### src/rtl/pn_dispatch_ctrl.sv
// pn_dispatch_ctrl: FIFO-buffered host/SWU event dispatcher with split two-neuron spike reads; PN_DISPATCH_PERF_EN adds perf counters.
module pn_dispatch_ctrl #(
  parameter int ADDR_W     = 16,
  parameter int DATA_W     = 32,
  parameter int NADDR_W    = 7,
  parameter int SWU_DATA_W = 8,
  parameter int FIFO_DEPTH = 4
) (
  input  logic                  clk,
  input  logic                  rst,
  input  logic                  kill,
  input  logic                  host_valid,
  output logic                  host_ready,
  input  logic [ADDR_W-1:0]     host_addr,
  input  logic [DATA_W-1:0]     host_data,
  input  logic                  swu_valid,
  output logic                  swu_ready,
  input  logic [NADDR_W-1:0]    swu_addr,
  input  logic [SWU_DATA_W-1:0] swu_data,
  output logic                  syn_we,
  output logic                  syn_re,
  output logic                  syn_rc,
  output logic [NADDR_W-1:0]    syn_addr,
  output logic [DATA_W-1:0]     syn_data,
  output logic                  soma_we,
  output logic [DATA_W-1:0]     soma_data,
  output logic                  stdp_we,
  output logic [NADDR_W-1:0]    stdp_addr,
  output logic [DATA_W-1:0]     stdp_data,
  output logic                  busy
`ifdef PN_DISPATCH_PERF_EN
  ,
  output logic [31:0]           perf_spike_cnt,
  output logic [31:0]           perf_param_cnt,
  output logic [31:0]           perf_stall_cnt
`endif
);
  localparam int PW = $clog2(FIFO_DEPTH);
  localparam int EW = ADDR_W + DATA_W;
  typedef enum logic [1:0] {IDLE, ISSUE, SPLIT2} state_t;
  state_t state, state_nxt;
  logic [EW-1:0] mem [FIFO_DEPTH];
  logic [PW-1:0] wr_ptr, rd_ptr;
  logic [PW:0] count;
  logic full, empty, push, pop, sec;
  logic [ADDR_W-1:0] swu_word, in_addr, head_addr;
  logic [DATA_W-1:0] in_data, head_data, sec_data;
  logic [NADDR_W-1:0] na, field, sec_addr;
  logic [1:0] sel;
  logic param, rich, d_we, d_re, d_rc, d_soma, d_stdp, d_split, split_pend;
  logic n_we, n_re, n_rc, n_soma, n_stdp, n_syn;
  assign full = count == (PW+1)'(FIFO_DEPTH);
  assign empty = count == '0;
  assign host_ready = !full && !swu_valid;
  assign swu_ready = !full;
  assign push = !kill && !full && (swu_valid || host_valid);
  assign busy = !empty || (state == ISSUE && split_pend);
  always_comb begin
    swu_word = '0;
    swu_word[ADDR_W-1] = 1'b1;
    swu_word[13:12] = 2'b01;
    swu_word[NADDR_W-1:0] = swu_addr;
  end
  assign in_addr = swu_valid ? swu_word : host_addr;
  assign in_data = swu_valid ? DATA_W'(swu_data) : host_data;
  assign {head_addr, head_data} = mem[rd_ptr];
  always_ff @(posedge clk)
    if (push) mem[wr_ptr] <= {in_addr, in_data};
  always_ff @(posedge clk) begin
    if (rst || kill) begin
      wr_ptr <= '0;
      rd_ptr <= '0;
      count <= '0;
    end else begin
      wr_ptr <= wr_ptr + PW'(push);
      rd_ptr <= rd_ptr + PW'(pop);
      count <= count + (PW+1)'(push) - (PW+1)'(pop);
    end
  end
  // Head-of-FIFO decode, registered into the strobe outputs on pop
  assign param = head_addr[ADDR_W-1];
  assign rich = head_addr[ADDR_W-2];
  assign sel = head_addr[13:12];
  assign na = head_addr[NADDR_W-1:0];
  assign field = head_addr[2*NADDR_W-1:NADDR_W];
  assign d_we = param && !sel[1];
  assign d_re = !param;
  assign d_rc = param ? sel == 2'b00 : rich;
  assign d_soma = param && sel == 2'b10;
  assign d_stdp = param && sel == 2'b11;
  assign d_split = !param && !rich && field != '0;
  always_comb begin
    sec = !kill && state == ISSUE && split_pend;
    pop = !kill && !empty && !(state == ISSUE && split_pend);
    state_nxt = kill ? IDLE : sec ? SPLIT2 : pop ? ISSUE : IDLE;
    n_we = pop && d_we;
    n_re = (pop && d_re) || sec;
    n_rc = pop && d_rc;
    n_soma = pop && d_soma;
    n_stdp = pop && d_stdp;
    n_syn = pop && (d_we || d_re);
  end
  always_ff @(posedge clk) begin
    if (rst) begin
      state <= IDLE;
      split_pend <= 1'b0;
      sec_addr <= '0;
      sec_data <= '0;
      {syn_we, syn_re, syn_rc, soma_we, stdp_we} <= '0;
      {syn_addr, syn_data, soma_data, stdp_addr, stdp_data} <= '0;
    end else begin
      state <= state_nxt;
      split_pend <= pop && d_split;
      sec_addr <= field;
      sec_data <= head_data;
      {syn_we, syn_re, syn_rc, soma_we, stdp_we} <= {n_we, n_re, n_rc, n_soma, n_stdp};
      syn_addr <= sec ? sec_addr : n_syn ? na : '0;
      syn_data <= sec ? sec_data : n_syn ? head_data : '0;
      soma_data <= n_soma ? head_data : '0;
      stdp_addr <= n_stdp ? na : '0;
      stdp_data <= n_stdp ? head_data : '0;
    end
  end
`ifdef PN_DISPATCH_PERF_EN
  always_ff @(posedge clk) begin
    if (rst) begin
      perf_spike_cnt <= '0;
      perf_param_cnt <= '0;
      perf_stall_cnt <= '0;
    end else begin
      perf_spike_cnt <= perf_spike_cnt + 32'(syn_re && !(&perf_spike_cnt));
      perf_param_cnt <= perf_param_cnt + 32'((syn_we || soma_we || stdp_we) && !(&perf_param_cnt));
      perf_stall_cnt <= perf_stall_cnt + 32'(host_valid && !host_ready && !(&perf_stall_cnt));
    end
  end
`endif
endmodule

### config.mk
export PLATFORM = sky130hd
export DESIGN_NAME = pn_dispatch_ctrl
export DESIGN_NICKNAME = d
export VERILOG_FILES = /design/src/rtl/pn_dispatch_ctrl.sv
export SDC_FILE = /design/constraint.sdc
export NUM_CORES = 1
export LEC_CHECK = 0
export BUFFER_PORTS_ARGS = -buffer_cell sky130_fd_sc_hd__clkbuf_2
export CORE_MARGIN = 2
export CORE_UTILIZATION = 60
export CTS_BUF_LIST = sky130_fd_sc_hd__clkbuf_4
export DETAILED_ROUTE_END_ITERATION = 16
export PLACE_DENSITY = 0.87
export SLEW_MARGIN = 5
export SYNTH_ARGS = -nofsm -noshare
export SYNTH_HDL_FRONTEND = slang
export SYNTH_SLANG_ARGS = --single-unit
export TNS_END_PERCENT = 5
### constraint.sdc
create_clock -name clk -period 8.1 [get_ports clk]
set_input_delay 1.215 -clock clk [delete_from_list [all_inputs] [get_ports clk]]
set_output_delay 1.215 -clock clk [all_outputs]
set_load 0.05 [all_outputs]
## Yosys cells after proc, flatten, opt, wreduce, memory -nomap -nowiden

Memories as Yosys holds them, arrays and structs flattened. A register that Yosys moved wholly into a read port is not among the register bits.
Index checks and enable logic that the tools add are counted.

- Equal/unequal tests: 4
- Bitwise operators: 2
- Reduce and logical (&&, ||, !) cells: 40
- Mux-type cells: 12
- $add $sub $neg: 4

Operators by type and width:

| kind | number |
|---|---|
| $mux 32 | 3 |
| $logic_and 1x1->1 | 20 |
| $mux 16 | 1 |
| $mux 7 | 2 |
| $logic_not 1->1 | 8 |
| $reduce_bool 7->1 | 1 |
| $reduce_or 2->1 | 3 |
| $logic_or 1x1->1 | 5 |
| $add 2x1->2 | 2 |
| $eq 2x2->1 const B | 2 |
| $mux 1 | 4 |
| $mux 2 | 2 |
| $add 3x1->3 | 1 |
| $eq 3x3->1 const B | 1 |
| $logic_not 3->1 | 1 |
| $reduce_or 3->1 | 1 |
| $sub 3x1->3 | 1 |
| $eq 2x1->1 const B | 1 |
| $logic_not 2->1 | 1 |
| $not 1->1 | 2 |

- Input bits: 68
- Word-level logic and storage cells: 81
- Bits in writable memories: 192
- Output and inout port bits: 118
- Memories: 1
- Register bits after elaboration: 164

Memory list:

| memory | words | width | read ports | clocked after memory_dff | wr ports | line | RTL |
|---|---|---|---|---|---|---|---|
| mem | 4 | 48 | 1 | 1 | 1 | 42 | `logic [EW-1:0] mem [FIFO_DEPTH];` |

## Longest topological paths before layout

- Depth after elaboration: 7
- Mapped depth: 9
- Depth with buffers taken out: 9

## Least setup slack after synthesis

No wires, ideal clock.

- Path kind: input to register
- Start: input port kill
- End: memory mem[0][0] (netlist bit) (enable)
- Cell stages on the path: 2
- Required time: 7.576 ns
- Slack: 2.252 ns
- Arrival: 5.324 ns
- Path buffers: 0
- Setup time: 0.524 ns
- Path through: nor3_1 -> nor3b_1

- Cells in the longest elaborated chain, start to end: 5

Ends and longest elaborated chain:

| element | line | RTL |
|---|---|---|
| start: declaration | 11 | `input logic kill,` |
| $logic_not 1->1 | 56 | `assign push = !kill && !full && (swu_valid \|\| host_valid);` |
| $logic_and 1x1->1 (2 in series) | 56 |  |
| $mux 1 | 68 | `if (push) mem[wr_ptr] <= {in_addr, in_data};` |
| $mux 1 (not written as such) | 68 |  |
| end: declaration | 42 |  |

Every way passes these cells.

## Worst setup path in the final report

- Start: input port rst
- End: register soma_data[27]

- Cells in the longest elaborated chain, start to end: 1

Ends and longest elaborated chain:

| element | line | RTL |
|---|---|---|
| start: declaration | 10 | `input logic rst,` |
| $reduce_or 2->1 (no line) | - |  |
| end signal: assignment | 119 | `soma_data <= n_soma ? head_data : '0;` |
| end: declaration | 26 | `output logic [DATA_W-1:0] soma_data,` |

Every way passes these cells.
A chain may end at the register's enable or synchronous reset.

==> flow_summary.toml <==
[yosys]
syn_inst = 691
syn_nets = 762
synth_top_cell_by_area = "edfxtp_1"
ys_async_sr_fraction_pct = 0
synth_top_area_share_pct = 47.7
synth-simple-area-share_pct = 9.20
synth_xor_area_share_pct = 0.435
synth_area_leaders = "edfxtp_1 (48%), dfxtp_1 (27%), mux4_2 (8.6%)"
yosys_most_used_dff = "edfxtp_1"
syn_area_per_cell_sq_um = 17.5
yosys.area_share.adder_pct = 0.373
synth_common_cells = "edfxtp_1 (192), dfxtp_1 (164), and2_1 (73)"
synth_seq_area_share_pct = 74.9
synth.cell_area_sq_um = 12100
synth_edf_count = 192
ys_warn_count = 0
synth_top_family_by_area = "multiplexers"
synth_compound_area_share_pct = 2.95
muxShareOfSynthArea_pct = 10.5
synthDistinctLibCells = 39
synth-seq-cells = 356
synth_most_common_cell = "edfxtp_1"

[finish]
n_fill_cell = 1186
register_area_sq_um = 9050
nets = 1001
multi_input_area_sq_um = 2880
drive_gt1_share_pct = 40.4
areaGrowthSynthToFinish_pct = 18.4

[pwr]
p_clk_share_pct = 38.7
pwr-share-seq_pct = 56.1
p_comb_share_pct = 5.3
max-vdd-ir-drop_v = 0.000115
switchingPower_uw = 760
p_int_mw = 2.76
p_leak_nw = 5.57
power_density_nw_per_um2 = 246
switching_share_pct = 21.6

[place]
io_buffers = 185
hpwlAfterDp_microns = 13700
dp_slack_ns = 3.74
gp_congestion = 0.807

[cts]
cts.hold.buffers_added = 0
clock-sinks = 356
cts_made_buffers = 82
ctsHtreeMaxLevel = 3
clockBufferDepth = 3
root_buffer = "clkbuf_4"
tritoncts = "built"
insertion_delay_ns = 0.66
cts_resized = 0
post_cts_buffers = 0
path_clk_slew_ns = 0.06

[timing]
worst_pin_slew_ns = 1.24
fmax_mhz = 274
hold_viol = 0
finalMaxSlewViolations = 0
setup_ws_ns = 4.45
finalSetupTns_ns = 0
finalClockSkew_ns = 0.0354
relSlewSlack_pct = 17.2
rsz0062_at_grt = "false"
setup_viol = 0
finalCritPeriodShare_pct = 45.1
fin_crit_ns = 3.65

[global_routing]
grt_max_degree = 51
grtUsageTotal_pct = 22.0
antenna_found_initial = 1
grt_first_pass_wirelength_microns = 36200
first_global_vias = 6948
gr-total-overflow = 0

[detailed_routing]
drt-initial-drc-count = 342
vias_per_cell = 5.23
vias = 6584
first_pass_iters = 4
ant_nets = 0
wl_per_cell_microns = 18.0
wl_microns = 22700
drc_errors = 0

[die]
core_sq_um = 19600
die_h_microns = 146
ioPinCount = 186
die_w_microns = 146
die-area_sq_um = 21300
initial_utilization_pct = 61.7
num_rows = 51

[worst_setup_path]
worstPathRequired_ns = 8.67
crit_arrival_ns = 4.22
startpoint_type = "input pin"
cpPeakStageDelay_ns = 1.05
r2r_start = "rd_ptr[0]$_SDFF_PP0_"
crit_type = "in -> reg"
path_cells = "clkbuf_2 -> or2_0 -> or3_1 -> nor3_4 -> and2_1"
crit_start = "rst"
cp-end-kind = "flip-flop"
path_max_fanout = 41
cp_slowest_cell = "nor3_4"

[hold_path]
min_path_type = "reg -> reg"
hold_path.startpoint = "sec_data[22]$_SDFF_PP0_"

[status]
status = "finished clean"

[job]
maxCapViolCount = 0
-- cell usage in the layout, fill, tap and decap left out, types with 3 or more instances in the layout --
cell,count
a22o_1,39
and2_1,73
buf_4,7
clkbuf_2,185
clkbuf_4,131
clkinv_1,13
dfxtp_1,162
edfxtp_1,192
inv_1,4
mux2_2,15
mux4_2,46
nand2_1,4
nor2_1,11
nor2_4,3
nor2b_1,70
nor3_1,3
xnor2_1,4
-- power by group through the flow --
stage	Combinational, mW	Sequential (mW)	Clock [mW]
after floorplan	0.112	2.03	0
after global placement	0.181	2.01	0
after detailed placement	0.187	2.01	0
after CTS	0.188	1.97	1.40
after global routing	0.201	1.98	1.50
final	0.186	1.97	1.36
-- critical path, delay by kind of cell --
kind,cells,cell delay (ns)
buffers and inverters,1,0.51
and+or+nand+nor,4,2.48
-- stage by stage --
| step | cell area [sq um] | std cells | hold slack [ns] | utilization (%) | total power [mW] |
|---|---|---|---|---|---|
| final | 14300 | 1260 | 0.436 | 73.0 | 3.52 |
| after global routing | 14300 | 1260 | 0.451 | 73.0 | 3.68 |
| after CTS | 14300 | 1259 | 0.434 | 73.0 | 3.56 |
| after detailed placement | 13300 | 1111 | 0.423 | 67.7 | 2.20 |
| after global placement | 13300 | 1111 | 0.423 | 67.7 | 2.19 |
| after floorplan | 12100 | 691 | 0.420 | - | 2.14 |
-- logic make-up (layout without fill, tap and decap cells) --
group,after synthesis,in the layout
other cells,0,1
simple gates,180,180
flops,356,356
buf+inv,41,344
xor+xnor,6,6
mux,64,64
compound gates,41,41
fa+ha+maj,3,3
-- metal layers --
metal  vias to the layer above  global-route usage, %  wire length [microns]
li1                       3083                      -                      -
met2                       241                   38.1                  11900
met3                        30                   5.52                   1600
met5                         -                      0                      0
met4                         0                   9.56                    354
met1                      3230                   26.4                   8810
-- state kept, by name, summed over array words and instances (netlist names) --
register,flops
mem,192
sec_data,32
soma_data,32
stdp_data,32
syn_data,32
sec_addr,7
stdp_addr,7
syn_addr,7
count,3
rd_ptr,2
state,2
wr_ptr,2
soma_we,1
split_pend,1
stdp_we,1
syn_rc,1
syn_re,1
syn_we,1
-- layout make-up --
class	instances	area share, %
repair buffers	192	6.84
well taps	265	2.32
flip-flops and latches	356	63.3
multi-input cells	294	20.1
clock inverters	17	0.463
inverters	4	0.105
diodes	1	0.0175
clock buffers	131	6.87
-- final timing paths --
check                                   to  cells past startpoint  slack, ns
setup / recovery  soma_data[27]$_SDFF_PP0_                      5       4.45
hold / removal     syn_data[22]$_SDFF_PP0_                      1       0.44
setup reg to reg    syn_data[4]$_SDFF_PP0_                      3       4.99
hold reg to reg    syn_data[22]$_SDFF_PP0_                      1       0.44
Note: power is estimated with default switching activity, not from simulation.
